<file path="config.mk">
export PLATFORM = sky130hd
export DESIGN_NAME = rr_arbiter4
export DESIGN_NICKNAME = d
export VERILOG_FILES = /design/src/rtl/arb_pkg.sv /design/src/rtl/rr_arbiter4_dec2x4.sv /design/src/rtl/rr_arbiter4.sv
export SDC_FILE = /design/constraint.sdc
export NUM_CORES = 1
export LEC_CHECK = 0
export ABC_AREA = 1
export BUFFER_PORTS_ARGS = -buffer_cell sky130_fd_sc_hd__buf_2
export CAP_MARGIN = 20
export CORE_AREA = 2 2 39 41
export CTS_CLUSTER_DIAMETER = 40
export DETAILED_ROUTE_END_ITERATION = 8
export DIE_AREA = 0 0 41 43
export GPL_TIMING_DRIVEN = 1
export PLACE_DENSITY = 0.76
export RECOVER_POWER = 25
export SETUP_SLACK_MARGIN = 0.15
export SYNTH_ARGS = -nofsm -noshare
export SYNTH_HDL_FRONTEND = slang
export SYNTH_SLANG_ARGS = --single-unit
export TNS_END_PERCENT = 5
</file>
<file path="constraint.sdc">
create_clock -name clk -period 1.55 [get_ports clk]
set_input_delay 0.155 -clock clk [delete_from_list [all_inputs] [get_ports clk]]
set_output_delay 0.155 -clock clk [all_outputs]
set_load 0.005 [all_outputs]
</file>
<file path="src/rtl/arb_pkg.sv">
// Shared constants and state type for the four-requester round-robin arbiter.
package arb_pkg;
  localparam int unsigned NUM_REQ            = 4;
  localparam int unsigned IDX_W              = 2;
  localparam int unsigned TIMEOUT_CYCLES_DEF = 8;

  typedef enum logic {
    ST_IDLE  = 1'b0,
    ST_GRANT = 1'b1
  } state_e;
endpackage

</file>
<file path="src/rtl/rr_arbiter4_dec2x4.sv">
// Combinational 2-to-4 decoder with enable; expands the owner index into a one-hot grant.
module dec2x4
  import arb_pkg::*;
(
  input  logic [IDX_W-1:0]   idx_i,
  input  logic               en_i,
  output logic [NUM_REQ-1:0] dec_o
);

  always_comb begin
    dec_o = '0;
    if (en_i) dec_o[idx_i] = 1'b1;
  end

endmodule

</file>
<file path="src/rtl/rr_arbiter4.sv">
// Four-requester round-robin arbiter with grant hold until release.
// Optional hold-time limit enabled by defining ARB_TIMEOUT_EN.
module rr_arbiter4
  import arb_pkg::*;
#(
  parameter int unsigned TIMEOUT_CYCLES = TIMEOUT_CYCLES_DEF
) (
  input  logic               clk,
  input  logic               rst_n,
  input  logic [NUM_REQ-1:0] req,
  output logic [NUM_REQ-1:0] gnt,
  output logic [IDX_W-1:0]   gnt_idx,
  output logic               gnt_valid,
  output logic               timeout
);

  state_e           state_q, state_d;
  logic [IDX_W-1:0] ptr_q, ptr_d;
  logic [IDX_W-1:0] idx_q, idx_d;
  logic [IDX_W-1:0] winner;
  logic [IDX_W-1:0] cand;
  logic             found;
  logic             force_rel;

  // First set request scanning upward from ptr, wrapping modulo 4.
  always_comb begin
    winner = '0;
    found  = 1'b0;
    cand   = '0;
    for (int unsigned i = 0; i < NUM_REQ; i++) begin
      cand = ptr_q + i[IDX_W-1:0];
      if (!found && req[cand]) begin
        winner = cand;
        found  = 1'b1;
      end
    end
  end

`ifdef ARB_TIMEOUT_EN
  localparam logic [7:0] HOLD_LAST = 8'(TIMEOUT_CYCLES - 1);

  logic [7:0] cnt_q, cnt_d;
  logic       timeout_q, timeout_d;

  assign force_rel = (state_q == ST_GRANT) && req[idx_q] && (cnt_q == HOLD_LAST);

  always_comb begin
    cnt_d     = cnt_q;
    timeout_d = 1'b0;
    if (state_q == ST_IDLE) begin
      cnt_d = '0;
    end else if (force_rel) begin
      timeout_d = 1'b1;
    end else begin
      cnt_d = cnt_q + 8'd1;
    end
  end

  always_ff @(posedge clk) begin
    if (!rst_n) begin
      cnt_q     <= '0;
      timeout_q <= 1'b0;
    end else begin
      cnt_q     <= cnt_d;
      timeout_q <= timeout_d;
    end
  end

  assign timeout = timeout_q;
`else
  logic unused_cfg;
  assign unused_cfg = (TIMEOUT_CYCLES > 0);
  assign force_rel  = 1'b0;
  assign timeout    = 1'b0;
`endif

  always_comb begin
    state_d = state_q;
    ptr_d   = ptr_q;
    idx_d   = idx_q;
    unique case (state_q)
      ST_IDLE: begin
        if (found) begin
          idx_d   = winner;
          state_d = ST_GRANT;
        end
      end
      ST_GRANT: begin
        if (!req[idx_q] || force_rel) begin
          ptr_d   = idx_q + 1'b1;
          state_d = ST_IDLE;
        end
      end
      default: state_d = ST_IDLE;
    endcase
  end

  always_ff @(posedge clk) begin
    if (!rst_n) begin
      state_q <= ST_IDLE;
      ptr_q   <= '0;
      idx_q   <= '0;
    end else begin
      state_q <= state_d;
      ptr_q   <= ptr_d;
      idx_q   <= idx_d;
    end
  end

  dec2x4 u_dec (
    .idx_i (idx_q),
    .en_i  (state_q == ST_GRANT),
    .dec_o (gnt)
  );

  assign gnt_idx   = idx_q;
  assign gnt_valid = |gnt;

endmodule

</file>
Word level (Yosys, flattened, before mapping)
Index checks and enable logic that the tools add are counted.
- $add $sub $neg: 4
- magnitude comparators: 6
- muxes and demuxes: 24
- bitwise gates (word level): 2
- reduce and logical (&&, ||, !) cells: 10
- operator list (kind ; count):
    2-bit by 3-bit less-than comparator with 1-bit output (second input constant) ; 5
    1-bit 2-to-1 mux ; 12
    1-bit binary-select mux with 2-bit select ; 5
    2-bit 2-to-1 mux ; 4
    2-bit by 1-bit adder with 2-bit output (second input constant) ; 2
    2-bit adder (second input constant) ; 2
    1-bit logical AND ; 4
    4-bit 2-to-1 mux ; 1
    2-bit AND reduction ; 2
    4-bit OR reduction ; 1
    1-bit zero test ; 3
    1-bit demux with 2-bit select ; 1
    2-bit by 1-bit >= comparator with 1-bit output (second input constant) ; 1
    1-bit NOT ; 2
    1-bit case mux with 2 select lines ; 1
- flip-flop bits (word level): 5
- input bits: 6
- output and inout port bits: 8
- logic and storage cells: 49

Depth between registers and ports, before layout
- depth after elaboration: 14
- depth in mapped cells: 11
- depth with buffers taken out: 11

By module
Synthesis repeated with hierarchy kept, for this count alone.
- cell total of the unflattened synthesis: 98
- area, all modules: 530.5 sq um
- by module, submodules not included (module ; times used ; cells each ; area an instance (sq um) ; sequential area each (sq um)):
    rr_arbiter4 ; 1 ; 90 ; 500.5 ; 100.1
    dec2x4 ; 1 ; 8 ; 30.0 ; 0.0

Worst setup path before layout
Ideal clock, no wire load.
- path kind: register -> register
- from: reg ptr_q[1]
- to: reg state_q
- library setup time: 109 ps
- arrival time: 1109 ps
- data required time: 1441 ps
- setup slack: 333 ps
- cell stages (with the launch flop): 12
- path buffers: 0
- clock period less this slack: 1217 ps
- path through: dfxtp_1 -> inv_2 -> nand2_1 -> nand2_2 -> nand2_2 -> nand2_2 -> nor2_4 -> nand3_2 -> nand2_2 -> o21ai_1 -> nand2_1 -> inv_1
- longest elaborated chain between the ends: 14
- elaborated cells on any way between the ends: 23
- classes of those cells: add/sub: 3; mux: 14; reduce/logical: 6
- ends and longest elaborated chain (item ; RTL line ; text):
    from (decl) ; rr_arbiter4.sv:18 ; logic [IDX_W-1:0] ptr_q, ptr_d;
    from (signal assigned) ; rr_arbiter4.sv:105 ; ptr_q <= ptr_d;
    branches (longest 11 deep; another with 2-bit by 1-bit adder with 2-bit output) ; - ;
    1-bit 2-to-1 mux (*) ; rr_arbiter4.sv:32 ; if (!found && req[cand]) begin
    1-bit 2-to-1 mux (*) ; rr_arbiter4.sv:83 ; if (found) begin
    1-bit case mux with 2 select lines (*) ; rr_arbiter4.sv:81 ; unique case (state_q)
    to (signal assigned) ; rr_arbiter4.sv:104 ; state_q <= state_d;
    to (decl) ; rr_arbiter4.sv:17 ; state_e state_q, state_d;
Every way passes the cells marked *. The select of a mux whose other input is x is not followed.
A chain may end at the register's enable or synchronous reset.

Final worst setup path
- from: reg idx_q[1] (netlist: gnt_idx[1])
- to: out gnt_valid
- longest elaborated chain between the ends: 6
- elaborated cells on any way between the ends: 7
- classes of those cells: order compare: 2; mux: 3; reduce/logical: 2
- ends and longest elaborated chain (item ; RTL line ; text):
    from (decl) ; rr_arbiter4.sv:19 ; logic [IDX_W-1:0] idx_q, idx_d;
    from (signal assigned) ; rr_arbiter4.sv:106 ; idx_q <= idx_d;
    2-bit by 3-bit less-than comparator with 1-bit output (implied by the code) or 2-bit by 1-bit >= comparator with 1-bit output (tied branches) ; rr_arbiter4_dec2x4.sv:12 ; if (en_i) dec_o[idx_i] = 1'b1;
    1-bit logical AND (implied by the code) ; rr_arbiter4_dec2x4.sv:12 ;
    1-bit 2-to-1 mux (implied by the code) ; rr_arbiter4_dec2x4.sv:12 ;
    1-bit demux with 2-bit select (*) ; - ;
    4-bit 2-to-1 mux (*) ; rr_arbiter4_dec2x4.sv:12 ;
    4-bit OR reduction (*) ; rr_arbiter4.sv:117 ; assign gnt_valid = |gnt;
    to (decl) ; rr_arbiter4.sv:13 ; output logic gnt_valid,
Mark *: on every way between the ends. The rest lies on a longest branch, timed or not.

==> impl_metrics.env <==
export IMPL_maxCapViolations=0
export IMPL_hold_depth=3
export IMPL_clock_path_buffers=2
export IMPL_min_period_ns=1.39
export IMPL_r2r_start="ptr_q[0]$_SDFFE_PN0P_"
export IMPL_port_buffers=12
export IMPL_finalInstanceArea_um2=723
export IMPL_io_pins=14
export IMPL_die_h_um=43
export IMPL_min_path_type="in -> reg"
export IMPL_r2r_setup_slack_ns=0.20
export IMPL_drv_slew=0
export IMPL_leakage_nw=0.441
export IMPL_syn_nets=115
export IMPL_finClkSkew_ns=0.00416
export IMPL_drive_gt1_share_pct=32.8
export IMPL_grt_pass1_wl_um=2150
export IMPL_drtIter0Drc=17
export IMPL_initial_utilization_pct=42.1
export IMPL_min_period_over_period_pct=90.0
export IMPL_slowest_stage="dfxtp_1"
export IMPL_path_clk_slew_ns=0.04
export IMPL_wl_um=1370
export IMPL_p_per_area_nw_per_um2=1840
export IMPL_die_area_um2=1760
export IMPL_path_buf_inv=2
export IMPL_grt_max_degree=10
export IMPL_hold_start="rst_n"
export IMPL_cp_max_fo=5
export IMPL_vias=662
export IMPL_syn_area_per_cell_um2=5.55
export IMPL_grt_use_total_pct=17.4
export IMPL_final_antenna_net_count=0
export IMPL_grt_ovfl_total=0
export IMPL_synthCells=105
export IMPL_nets=133
export IMPL_cts_hold_buffers_added=0
export IMPL_cts_tree="yes"
export IMPL_area_growth_syn_to_layout_pct=24.0
export IMPL_yosysSeqAreaShare_pct=17.2
export IMPL_first_pass_iters=4
export IMPL_synth_seq_cells=5
export IMPL_grt_pass1_vias=582
export IMPL_critical_path_required_ns=1.39
export IMPL_yosys_warnings=0
export IMPL_vdd_ir_drop_max_mv=0.936
export IMPL_via_per_inst=4.80
export IMPL_critPathMaxStageDelay_ns=0.42
export IMPL_cp_end_kind="output pin"
export IMPL_multi_input_area_um2=415
export IMPL_antenna_found_initial=0
export IMPL_globalplace_congestion=0.699
export IMPL_arrival_ns=1.24
export IMPL_rsz0062_at_grt="yes"
export IMPL_hpwl_um=1020
export IMPL_coreArea_um2=1380
export IMPL_num_antenna_cells=0
export IMPL_placed_cell_area_um2=652
export IMPL_instances_no_fill=138
export IMPL_critical_path_class="reg -> out"
export IMPL_status="complete, no violations"
export IMPL_fill_cells=149
export IMPL_hold_viol_final=0
export IMPL_final_common_cell="nand2_1"
export IMPL_h_tree_depth=1
export IMPL_final_cell_mix="nand2_1 (36), inv_1 (13), buf_2 (12), nor2_1 (9), nand2_2 (9)"
export IMPL_clkSinkCount=5
export IMPL_wire_per_inst_um=9.96
export IMPL_drcViolationCount=0
export IMPL_worst_hold_path_endpoint="state_q$_SDFF_PN0_"
export IMPL_setup_tns_ns=0
export IMPL_regArea_um2=109
export IMPL_cts_made_buffers=3
export IMPL_syn_cell_area_um2=583
export IMPL_setup_viol=0
export IMPL_die_w_um=41
export IMPL_start_kind="flop"
export IMPL_cp_cell_sequence="inv_2, ha_1, nand2_1, nand4_1, buf_2"
export IMPL_path_delay_family="flip-flops"
export IMPL_root_buffer="clkbuf_4"
export IMPL_rows=14
export IMPL_dp_cells=132
export IMPL_post_synth_num_cell_types=18
export IMPL_r2r_end="state_q$_SDFF_PN0_"
export IMPL_insertion_delay_ns=0.24
export IMPL_fmax_ghz=0.717
export IMPL_r2r_cells=10
[final cells by class]
cell class	count	area share, %
multi-input combinational	81	57.4
sequential	5	15.1
timing repair buffer	15	11.9
inverter	17	9.17
clock buffer	4	3.63
tap	16	2.77
[routing by layer]
metal  up-vias  routed length (µm)  global-route usage [%]
li1        355                   -                       -
met5         -                   0                       0
met2        18                 721                    31.3
met3         0                  54                    1.57
met1       289                 598                    19.6
met4         0                   0                    6.00
[kinds of logic after synthesis]
kind of cell	share of synthesized area (%)
flops	17.2
simple gates	51.7
other cells	0.643
fa+ha+maj	8.58
compound gates	7.72
buf+inv	14.2
[through the flow]
step / setup WS (ns) / utilization (%) / total power [mW] / hold WS, ns
finish: 0.156 / 52.3 / 1.33 / 0.156
global placement: 0.184 / 47.1 / 1.05 / 0.402
CTS: 0.157 / 49.4 / 1.23 / 0.149
detailed placement: 0.168 / 47.1 / 1.06 / 0.399
floorplan: 0.333 / - / 0.884 / 0.253
global route: 0.0846 / 52.3 / 1.47 / 0.158
[repair_timing]
item                                    4_1_cts  5_1_grt
gates resized for setup                       3       11
setup buffers                                 0        2
endpoints found under the setup margin        3        6
pin swaps                                     0        3
[Yosys cell counts (all sizes together)]
library cell   n  area [µm²]
a21oi          3        15.0
buf            2        18.8
conb           1        3.75
dfxtp          5         100
ha             4        50.1
inv           17        63.8
nand2         45         189
nand3         10        55.1
nand4          1        6.26
nor2          11        51.3
o21ai          6        30.0
[power breakdown]
group	switching, mW	leakage (nW)	internal (mW)
sequential	0.0870	0.0431	0.193
combinational	0.544	0.383	0.357
clock	0.0520	0.0150	0.0973
total	0.683	0.441	0.647
[flip-flops by register name, summed over array words and instances, names as in the netlist]
signal and cells:
state_q 1, ptr_q 2, gnt_idx 2
[worst min-delay path: cells and delay by family]
| kind | cells | cell delay, ns |
|---|---|---|
| buffers and inverters | 2 | 0.15 |
| AND/OR/NAND/NOR | 1 | 0.06 |
[worst max-delay path by stage]
| stage | startpoint | to | slack, ns | cells past startpoint |
|---|---|---|---|---|
| after floorplan | ptr_q[1]$_SDFFE_PN0P_ | state_q$_SDFF_PN0_ | 0.33 | 11 |
| after global placement | ptr_q[0]$_SDFFE_PN0P_ | state_q$_SDFF_PN0_ | 0.18 | 10 |
| after detailed placement | ptr_q[0]$_SDFFE_PN0P_ | state_q$_SDFF_PN0_ | 0.17 | 10 |
| after CTS | ptr_q[0]$_SDFFE_PN0P_ | state_q$_SDFF_PN0_ | 0.16 | 10 |
| after global routing | gnt_idx[1]$_SDFFE_PN0P_ | gnt_valid | 0.08 | 5 |
| final | gnt_idx[1]$_SDFFE_PN0P_ | gnt_valid | 0.16 | 5 |
Power figures use the tool's default switching activity.
